==> config.mk <==
export PLATFORM = sky130hd
export DESIGN_NAME = phase_accumulator
export DESIGN_NICKNAME = d
export VERILOG_FILES = /design/src/rtl/phase_accumulator_pkg.sv /design/src/rtl/phase_accumulator_sync_2ff.sv /design/src/rtl/phase_accumulator.sv
export SDC_FILE = /design/constraint.sdc
export NUM_CORES = 1
export LEC_CHECK = 0
export CAP_MARGIN = 20
export CORE_MARGIN = 2
export CORE_UTILIZATION = 65
export CTS_BUF_LIST = sky130_fd_sc_hd__clkbuf_8
export CTS_CLUSTER_DIAMETER = 200
export DETAILED_ROUTE_END_ITERATION = 10
export GPL_ROUTABILITY_DRIVEN = 1
export PLACE_DENSITY = 0.81
export SLEW_MARGIN = 20
export SYNTH_ARGS = -nofsm -noshare
export SYNTH_HDL_FRONTEND = slang
export SYNTH_HIERARCHICAL = 1
export SYNTH_SLANG_ARGS = --single-unit
==> constraint.sdc <==
create_clock -name clk -period 14.15 [get_ports clk]
set_input_delay 2.83 -clock clk [delete_from_list [all_inputs] [get_ports clk]]
set_output_delay 2.83 -clock clk [all_outputs]
set_load 0.02 [all_outputs]
==> src/rtl/phase_accumulator_pkg.sv <==
// rtl/phase_accumulator_pkg.sv - shared state encodings and constants for the phase accumulator
// Purpose: FSM state type and the read-miss pattern returned for out-of-range addresses.
// Ports: none (package).
package phase_accumulator_pkg;

   typedef enum logic [2:0] {
      PA_IDLE   = 3'd0,
      PA_HOLD   = 3'd1,
      PA_SETTLE = 3'd2,
      PA_MEAS   = 3'd3,
      PA_DONE   = 3'd4
   } pa_state_t;

   // Returned by any read mux when the address is past the last entry.
   localparam logic [31:0] RD_MISS = 32'hAAAA_AAAA;

endpackage

==> src/rtl/phase_accumulator_sync_2ff.sv <==
// rtl/phase_accumulator_sync_2ff.sv - two-flop synchroniser bank
// Purpose: bring W asynchronous bits into the clk domain through two flops.
// Ports: i_clk clock; i_rst sync active-high reset; i_d async input bits; o_q synchronised bits.
module sync_2ff #(
   parameter int W = 8
) (
   input  logic         i_clk,
   input  logic         i_rst,
   input  logic [W-1:0] i_d,
   output logic [W-1:0] o_q
);

   logic [W-1:0] r_meta;
   logic [W-1:0] r_sync;

   always_ff @(posedge i_clk) begin
      if (i_rst) begin
         r_meta <= '0;
         r_sync <= '0;
      end else begin
         r_meta <= i_d;
         r_sync <= r_meta;
      end
   end

   assign o_q = r_sync;

endmodule

==> src/rtl/phase_accumulator.sv <==
// rtl/phase_accumulator.sv - runs an Ising solve and accumulates per-spin phase agreement
// Purpose: sequences ising_rstn (hold, settle, measure), counts cycles each spin tap equals
//          the reference tap, resolves spins at window end and serves counts for readout.
// Ports: clk/axi_rst clock and sync active-high reset; right_col async phase taps;
//        ising_rstn oscillator reset (active low); start/settle_cyc/window_cyc run request
//        and timing; busy/done/spins run status and result; rd_addr/rdata count readout.
module phase_accumulator
   import phase_accumulator_pkg::*;
#(
   parameter int N           = 8,
   parameter int CNT_W       = 32,
   parameter int REF_IDX     = 0,
   parameter int HOLD_CYCLES = 16,
   // One extra address bit so out-of-range indices are expressible even when N is a power of two.
   localparam int RD_W       = $clog2(N) + 1
) (
   input  logic            clk,
   input  logic            axi_rst,
   input  logic [N-1:0]    right_col,
   output logic            ising_rstn,
   input  logic            start,
   input  logic [31:0]     settle_cyc,
   input  logic [31:0]     window_cyc,
   output logic            busy,
   output logic            done,
   output logic [N-1:0]    spins,
   input  logic [RD_W-1:0] rd_addr,
   output logic [31:0]     rdata
);

   localparam logic [CNT_W-1:0] CNT_MAX = {CNT_W{1'b1}};

   pa_state_t        r_state;
   pa_state_t        w_state_nxt;
   logic [31:0]      r_cyc;
   logic [31:0]      r_settle;
   logic [31:0]      r_win;
   logic [N-1:0]     w_s;
   logic [N-1:0]     w_match;
   logic [N-1:0]     w_spin_nxt;
   logic [N-1:0]     r_spins;
   logic [CNT_W-1:0] r_cnt     [N];
   logic [CNT_W-1:0] w_cnt_nxt [N];
   logic [31:0]      r_rdata;
   logic             w_accept;
   logic             w_meas_end;

   sync_2ff #(.W(N)) u_sync (
      .i_clk (clk),
      .i_rst (axi_rst),
      .i_d   (right_col),
      .o_q   (w_s)
   );

   assign w_accept   = start && ((r_state == PA_IDLE) || (r_state == PA_DONE));
   assign w_meas_end = (r_state == PA_MEAS) && (w_state_nxt == PA_DONE);

   // Next state and state-decoded outputs.
   always_comb begin
      w_state_nxt = r_state;
      ising_rstn  = 1'b0;
      busy        = 1'b0;
      done        = 1'b0;
      case (r_state)
         PA_IDLE: begin
            if (start) w_state_nxt = PA_HOLD;
         end
         PA_HOLD: begin
            busy = 1'b1;
            if (r_cyc == 32'(HOLD_CYCLES - 1)) begin
               if (r_settle != 32'd0)   w_state_nxt = PA_SETTLE;
               else if (r_win != 32'd0) w_state_nxt = PA_MEAS;
               else                     w_state_nxt = PA_DONE;
            end
         end
         PA_SETTLE: begin
            busy       = 1'b1;
            ising_rstn = 1'b1;
            if (r_cyc == r_settle - 32'd1)
               w_state_nxt = (r_win != 32'd0) ? PA_MEAS : PA_DONE;
         end
         PA_MEAS: begin
            busy       = 1'b1;
            ising_rstn = 1'b1;
            if (r_cyc == r_win - 32'd1) w_state_nxt = PA_DONE;
         end
         PA_DONE: begin
            done       = 1'b1;
            ising_rstn = 1'b1;
            if (start) w_state_nxt = PA_HOLD;
         end
         default: w_state_nxt = PA_IDLE;
      endcase
   end

   // Phase cycle counter restarts at every state change so each phase counts from 0.
   always_ff @(posedge clk) begin
      if (axi_rst) begin
         r_state  <= PA_IDLE;
         r_cyc    <= '0;
         r_settle <= '0;
         r_win    <= '0;
      end else begin
         r_state <= w_state_nxt;
         r_cyc   <= (w_state_nxt != r_state) ? 32'd0 : r_cyc + 32'd1;
         if (w_accept) begin
            r_settle <= settle_cyc;
            r_win    <= window_cyc;
         end
      end
   end

   // Per-spin match, saturating increment and majority decision. The decision uses the
   // post-increment count so the final window cycle is included when DONE is entered.
   for (genvar gi = 0; gi < N; gi++) begin : g_spin
      assign w_match[gi]    = (w_s[gi] == w_s[REF_IDX]);
      assign w_cnt_nxt[gi]  = (w_match[gi] && (r_cnt[gi] != CNT_MAX)) ? r_cnt[gi] + 1'b1 : r_cnt[gi];
      assign w_spin_nxt[gi] = ({w_cnt_nxt[gi], 1'b0} >= {1'b0, r_win[CNT_W-1:0]});
   end

   always_ff @(posedge clk) begin
      if (axi_rst || w_accept) begin
         for (int i = 0; i < N; i++) r_cnt[i] <= '0;
         r_spins <= '0;
      end else begin
         if (r_state == PA_MEAS) begin
            for (int i = 0; i < N; i++) r_cnt[i] <= w_cnt_nxt[i];
         end
         if (w_meas_end) r_spins <= w_spin_nxt;
      end
   end

   always_ff @(posedge clk) begin
      if (axi_rst)                    r_rdata <= '0;
      else if (32'(rd_addr) >= 32'(N)) r_rdata <= RD_MISS;
      else                            r_rdata <= 32'(r_cnt[rd_addr[RD_W-2:0]]);
   end

   assign spins = r_spins;
   assign rdata = r_rdata;

endmodule

==> run_results.csv, run 1 <==
group,metric,value,unit
place,globalplace.congestion,1.01,
die,die_area,48300,um^2
layout,fillCellCount,3428,
sta,fin_setup_tns,0,ns
synthesis,synthArstFlopShare,0,
global_routing,grt_antenna_before_repair,0,
routing,wl_per_cell,24.8,um
global_routing,grt_pass1_wl,145,mm
die,initial_core_util,0.654,
sta,worst_slack,7.99,ns
die,io_pins,122,
die,die_h,220,um
routing,routed_wl,96.0,mm
setup_path,criticalPathCategory,"input pin to flop",
sta,worstMarginPinSlew,1.12,ns
sta,fin_skew,0.0313,ns
global_routing,grt_max_degree,88,
synthesis,syn-cell-area,30200,um^2
synthesis,synthCells,3110,
setup_path,r2r_cells,16,
flow_run,cap_violations,0,
die,rows,79,
synthesis,synth_top_area_cell,"edfxtp_1",
routing,vias,26100,
sta,relSlewSlack,0.248,
place,preCtsSetupSlack,7.40,ns
sta,slew_viol_final,0,
place,portBuffers,121,
synthesis,avgSynthCellArea,9.72,um^2
cts,cts_setup_buffers,0,
layout,drive_gt1_frac,0.0944,
synthesis,synth-edff-count,256,
synthesis,synth_nets,3448,
sta,post-route-min-period,6.16,ns
setup_path,arrival,6.44,ns
routing,dr.pass1.iters,7,
sta,rsz0062_at_grt,"false",
cts,cts_repair_resize_count,0,
routing,first_iter_violations,3049,
synthesis,synth_top_flop_cell,"edfxtp_1",
setup_path,crit_required,14.43,ns
setup_path,start_kind,"input pin",
sta,period_share,0.435,
synthesis,yosysTopAreaCellShare,0.254,
layout,layout.nets,3542,
sta,setup_viol,0,
layout,n_antenna_cell,0,
place,dp_hpwl,70.9,mm
die,die_x,220,um
cts,cts_htree_levels,3,
global_routing,grt_pass1_vias,24900,
routing,ant_nets,0,
synthesis,ys_seq_area_frac,0.357,
cts,postCtsHoldBufs,0,
outcome,outcome,"finished clean",
layout,multi_input_area,18600,um^2
die,core-area,46300,um^2
power_and_ir_drop,power-per-cell-area,99.6,nW/um^2
cts,cts_sinks,411,
setup_path,worstPathMaxFanout,78,
sta,whs,0.439,ns
power_and_ir_drop,leakage,12.8,nW
power_and_ir_drop,ir_worst_vdd,0.0803,mV
global_routing,groute.usage.overall,0.398,
cts,cts_tree,"yes",
sta,finalHoldViolCount,0,
layout,regArea,10800,um^2
cts,cts_buffers,74,
cts,cts-root-buf,"clkbuf_8",
hold_path,hold_path.class,"flop to flop",
hold_path,worstHoldPathCells,1,
cts,clk_pin_slew_worst_paths,0.05,ns
routing,via_per_inst,6.74,
setup_path,end_kind,"flop",
synthesis,synth_area_leaders,"edfxtp_1 25%, ha_1 11%, dfxtp_1 10%",
global_routing,grt_overflow,0,
synthesis,synth.distinct_cells,95,
cts,clockBufferDepth,3,
synthesis,synth-seq-cells,411,
synthesis,yosysWarnings,6,
layout,area_growth,10.5,%
routing,drc,0,
sta,fmax,0.162,GHz
cts,insertion_delay,0.68,ns
state kept, by name (all words and copies together) (netlist names):
| register | flops |
|---|---|
| u_sync/r_meta | 8 |
| r_cnt | 256 |
| rdata | 32 |
| u_sync/o_q | 8 |
| r_state | 3 |
| r_settle | 32 |
| r_win | 32 |
| r_cyc | 32 |
| spins | 8 |
through the flow:
stage / cell area, um^2 / cells / utilization / power [mW]
after CTS: 33400 / 3869 / 0.722 / 3.31
after floorplan: 30200 / 3110 / - / 1.94
after global routing: 33400 / 3869 / 0.722 / 3.45
final: 33400 / 3869 / 0.722 / 3.33
after global placement: 31900 / 3734 / 0.689 / 2.14
after detailed placement: 31900 / 3735 / 0.689 / 2.17
power by group:
group	internal [mW]	switching, mW
Combinational	0.307	0.412
Sequential	1.35	0.107
Clock	0.624	0.527
Total	2.28	1.05
critical path, cell delays in order:
cell and delay, ns:
buf_4 0.45, buf_4 0.56, or3_4 0.59, buf_4 0.86, buf_4 0.93
cell type report:
class | count | area share
Inverter | 71 | 0.00798
Sequential cell | 411 | 0.323
Timing Repair Buffer | 154 | 0.0439
Clock inverter | 38 | 0.00554
Clock buffer | 96 | 0.0396
Tap cell | 607 | 0.0227
Multi-Input combinational cell | 2492 | 0.557
cells in the mapped netlist (13+ instances only):
cell type,instances
a211oi_1,32
nor4_2,36
or3_1,20
dfxtp_1,155
clkbuf_1,105
edfxtp_1,256
inv_1,71
a31oi_1,14
o21ai_0,48
ha_1,259
nor2_1,186
o21a_1,21
a21o_1,68
nand2b_1,24
mux4_2,64
nor3_1,59
buf_1,13
nand2_1,280
and2_1,83
mux2i_1,19
xor2_1,147
and3_1,62
nor4_1,27
nand3_1,126
o211ai_1,18
nor2b_1,230
nand4_1,126
or4_1,15
a21oi_1,134
and4_1,38
xnor2_1,211
cell usage in the layout, fill, tap and decap left out, types with 6 or more instances in the layout:
cell type / count
nand2b_1: 24
nand3_1: 126
o21a_1: 21
and3_1: 62
nor3_1: 59
and2_1: 83
mux2_2: 9
or3_1: 19
clkdlybuf4s50_1: 117
nand2_1: 278
and2b_2: 6
nor4_2: 36
o21ai_0: 48
nor2b_1: 230
a21o_1: 68
o31ai_1: 6
nor3b_1: 6
nor2b_2: 7
dfxtp_1: 155
nor4_1: 27
or2_2: 12
buf_4: 35
mux2i_1: 19
inv_1: 96
a21oi_1: 134
clkbuf_8: 96
ha_1: 259
o211ai_1: 18
edfxtp_1: 256
a31oi_1: 14
a211oi_1: 32
or4_1: 15
mux4_2: 64
xor2_1: 147
nand4_1: 126
and4_1: 38
nor2_1: 185
xnor2_1: 211
per-layer routing:
metal  global-route usage  vias to the layer above  share of wire
li1                     -                    11600              -
met1                0.517                    12500           0.39
met2                0.610                     1614           0.44
met3               0.0787                      349           0.10
met4                0.254                        0          0.072
met5                    0                        -              0
cells by family after synthesis:
kind of cell               Yosys count  synth area share
AOI/OAI and AO/OA                  406            0.0898
xor gates and xnor gates           359             0.104
adders and majority gates          259             0.107
buffers and inverters              207            0.0288
DFF                                411             0.357
muxes                               92            0.0573
and+or+nand+nor                   1376             0.256
worst paths after layout:
path                                       start       endpoint  slack [ns]
worst max register to register       r_cnt[4][9]       spins[4]        8.55
worst min register to register  u_sync/r_meta[6]  u_sync/o_q[6]        0.44
worst max-delay path                     axi_rst   r_cnt[3][24]        7.99
worst min-delay path            u_sync/r_meta[6]  u_sync/o_q[6]        0.44
Note: power is estimated with default switching activity, not from simulation.
==> inputs of run 2 (changes only) <==
CORE_UTILIZATION = 58   (was 65)
PLACE_DENSITY = 0.77   (was 0.81)
clock period = 5.6 ns   (was 14.15 ns; I/O delays follow)
==> run_results.csv, run 2 (synthesis results as in run 1) <==
group,metric,value,unit
outcome,outcome,"finished clean",
power_and_ir_drop,p_sw_frac,0.318,
cts,cts_buffers,77,
layout,largest_register_ffs,256,
die,die_area,54000,um^2
global_routing,groute.usage.overall,0.375,
layout,drive_gt1_frac,0.0962,
die,io_pins,122,
layout,final_area,33700,um^2
place,dp_hpwl,74.9,mm
die,die_h,232,um
flow_run,cap_violations,0,
layout,final_cell_mix,"278 x nand2_1, 259 x ha_1, 256 x edfxtp_1, 230 x nor2b_1, 211 x xnor2_1",
layout,area_growth,11.3,%
cts,cts-root-buf,"clkbuf_8",
place,portBuffers,121,
routing,ant_nets,0,
place,dp_cells,3806,
cts,cts_setup_buffers,0,
setup_path,crit_required,6.12,ns
layout,stdcell_count,3947,
global_routing,grt_overflow,0,
setup_path,r2r_end,"spins[1]",
power_and_ir_drop,leakage,12.9,nW
routing,drc,0,
sta,whs,0.442,ns
setup_path,start_kind,"flop",
global_routing,grt_max_degree,151,
routing,dr.pass1.iters,6,
power_and_ir_drop,ir_worst_vdd,0.258,mV
cts,postCtsHoldBufs,0,
sta,fin_setup_tns,0,ns
global_routing,grt_antenna_before_repair,1,
layout,layout.nets,3544,
power_and_ir_drop,clockPowerShare,0.368,
setup_path,arrival,5.72,ns
cts,cts_tree,"yes",
layout,mostFrequentLayoutCell,"nand2_1",
sta,post-route-min-period,5.20,ns
cts,clockBufferDepth,3,
hold_path,hold_path.class,"flop to flop",
cts,cts_htree_levels,3,
sta,period_share,0.929,
global_routing,grt_pass1_wl,152,mm
power_and_ir_drop,power.switching,2.79,mW
routing,vias,26000,
die,initial_core_util,0.588,
routing,via_per_inst,6.59,
setup_path,r2r_cells,17,
setup_path,slowest_delay,0.77,ns
place,globalplace.congestion,0.997,
cts,cts_repair_resize_count,0,
place,placed_area,32000,um^2
power_and_ir_drop,p_seq_frac,0.420,
sta,relSlewSlack,0.268,
setup_path,end_kind,"flop",
sta,finalHoldViolCount,0,
layout,finish.utilization,0.655,
hold_path,worstHoldEndpoint,"u_sync/o_q[5]",
power_and_ir_drop,intPower,5.96,mW
die,die_x,232,um
cts,cts_sinks,411,
setup_path,r2r_slack,0.40,ns
die,core-area,51400,um^2
hold_path,min_from,"u_sync/r_meta[5]",
routing,first_iter_violations,2851,
setup_path,path_cells,"and4_1, and3_1, and4_1, a41oi_2, and4_1, nor2b_1, nand2_1, xnor2_1, ha_1, a21o_1, a21o_1, a21oi_1, o21ai_0, a21oi_1, o211ai_1, a31oi_1, a211oi_1",
layout,multi_input_area,18600,um^2
cts,clk_pin_slew_worst_paths,0.06,ns
setup_path,worstPathMaxFanout,10,
power_and_ir_drop,power-per-cell-area,260,nW/um^2
sta,slew_viol_final,0,
sta,fmax,0.192,GHz
sta,fin_skew,0.0264,ns
layout,regArea,10800,um^2
sta,setup_viol,0,
global_routing,grt_pass1_vias,24900,
routing,routed_wl,102,mm
sta,rsz0062_at_grt,"false",
hold_path,worstHoldPathCells,1,
setup_path,slowest_stage,"nor2b_1",
power_and_ir_drop,combPwrFrac,0.212,
layout,fillCellCount,4187,
routing,wl_per_cell,25.8,um
setup_path,r2r_start,"r_cnt[1][2]",
setup_path,criticalPathCategory,"flop to flop",
cts,insertion_delay,0.69,ns
setup_path,cpMostUsedCell,"and4_1",
die,rows,83,
sta,worstMarginPinSlew,1.09,ns
layout,top_register,"r_cnt",
[run 2: changes by cell type in the layout (fill, tap and decap cells not counted), moves of 5 or more]
cell / before / now
clkbuf_8: 96 / 85
buf_12: 0 / 5
buf_4: 35 / 29
clkinv_2: 4 / 14
inv_1: 96 / 90
bufinv_16: 1 / 8
[run 2: worst max-delay path, delay by kind of cell (launching register included)]
family,cells,cell delay (ns)
compound gates,9,1.82
xor+xnor,1,0.27
fa+ha+maj,1,0.30
flops,1,0.48
simple gates,6,2.15
[run 2: worst max path at each step]
stage | end | from | slack, ns | cells past startpoint
after global routing | spins[1] | r_cnt[1][2] | 0.21 | 17
after detailed placement | spins[1] | r_cnt[1][2] | 0.60 | 17
after CTS | spins[1] | r_cnt[1][2] | 0.55 | 17
final | spins[1] | r_cnt[1][2] | 0.40 | 17
after floorplan | r_cnt[0][0] | axi_rst | 0.44 | 3
after global placement | spins[5] | r_cnt[5][4] | 0.77 | 16
[run 2: layout make-up]
cell class                 instances  share of cell area
inverter                          71             0.00792
tap                              680              0.0253
clock buffer                      85              0.0348
clock inverter                    53              0.0134
antenna                            2            0.000149
multi-input combinational       2492               0.553
timing repair buffer             153              0.0452
sequential                       411               0.321
[run 2: layer usage]
metal / routed length [um] / track usage / vias up
li1: - / - / 11600
met3: 10200 / 0.0774 / 345
met4: 6130 / 0.204 / 0
met5: 0 / 0 / -
met2: 44400 / 0.572 / 1562
met1: 41000 / 0.500 / 12500
[run 2: per-stage QoR]
step                setup WS (ns)  power, mW
finish                      0.398       8.75
global placement            0.767       5.47
global route                0.214       9.06
CTS                         0.550       8.72
floorplan                   0.441       4.88
detailed placement          0.598       5.53
[run 2: power by group through the flow]
stage                     combinational (mW)  clock, mW  sequential, mW
after CTS                               1.82       3.24            3.66
final                                   1.86       3.22            3.68
after floorplan                         1.23          0            3.65
after global placement                  1.76          0            3.72
after global routing                    2.01       3.35            3.69
after detailed placement                1.80          0            3.72
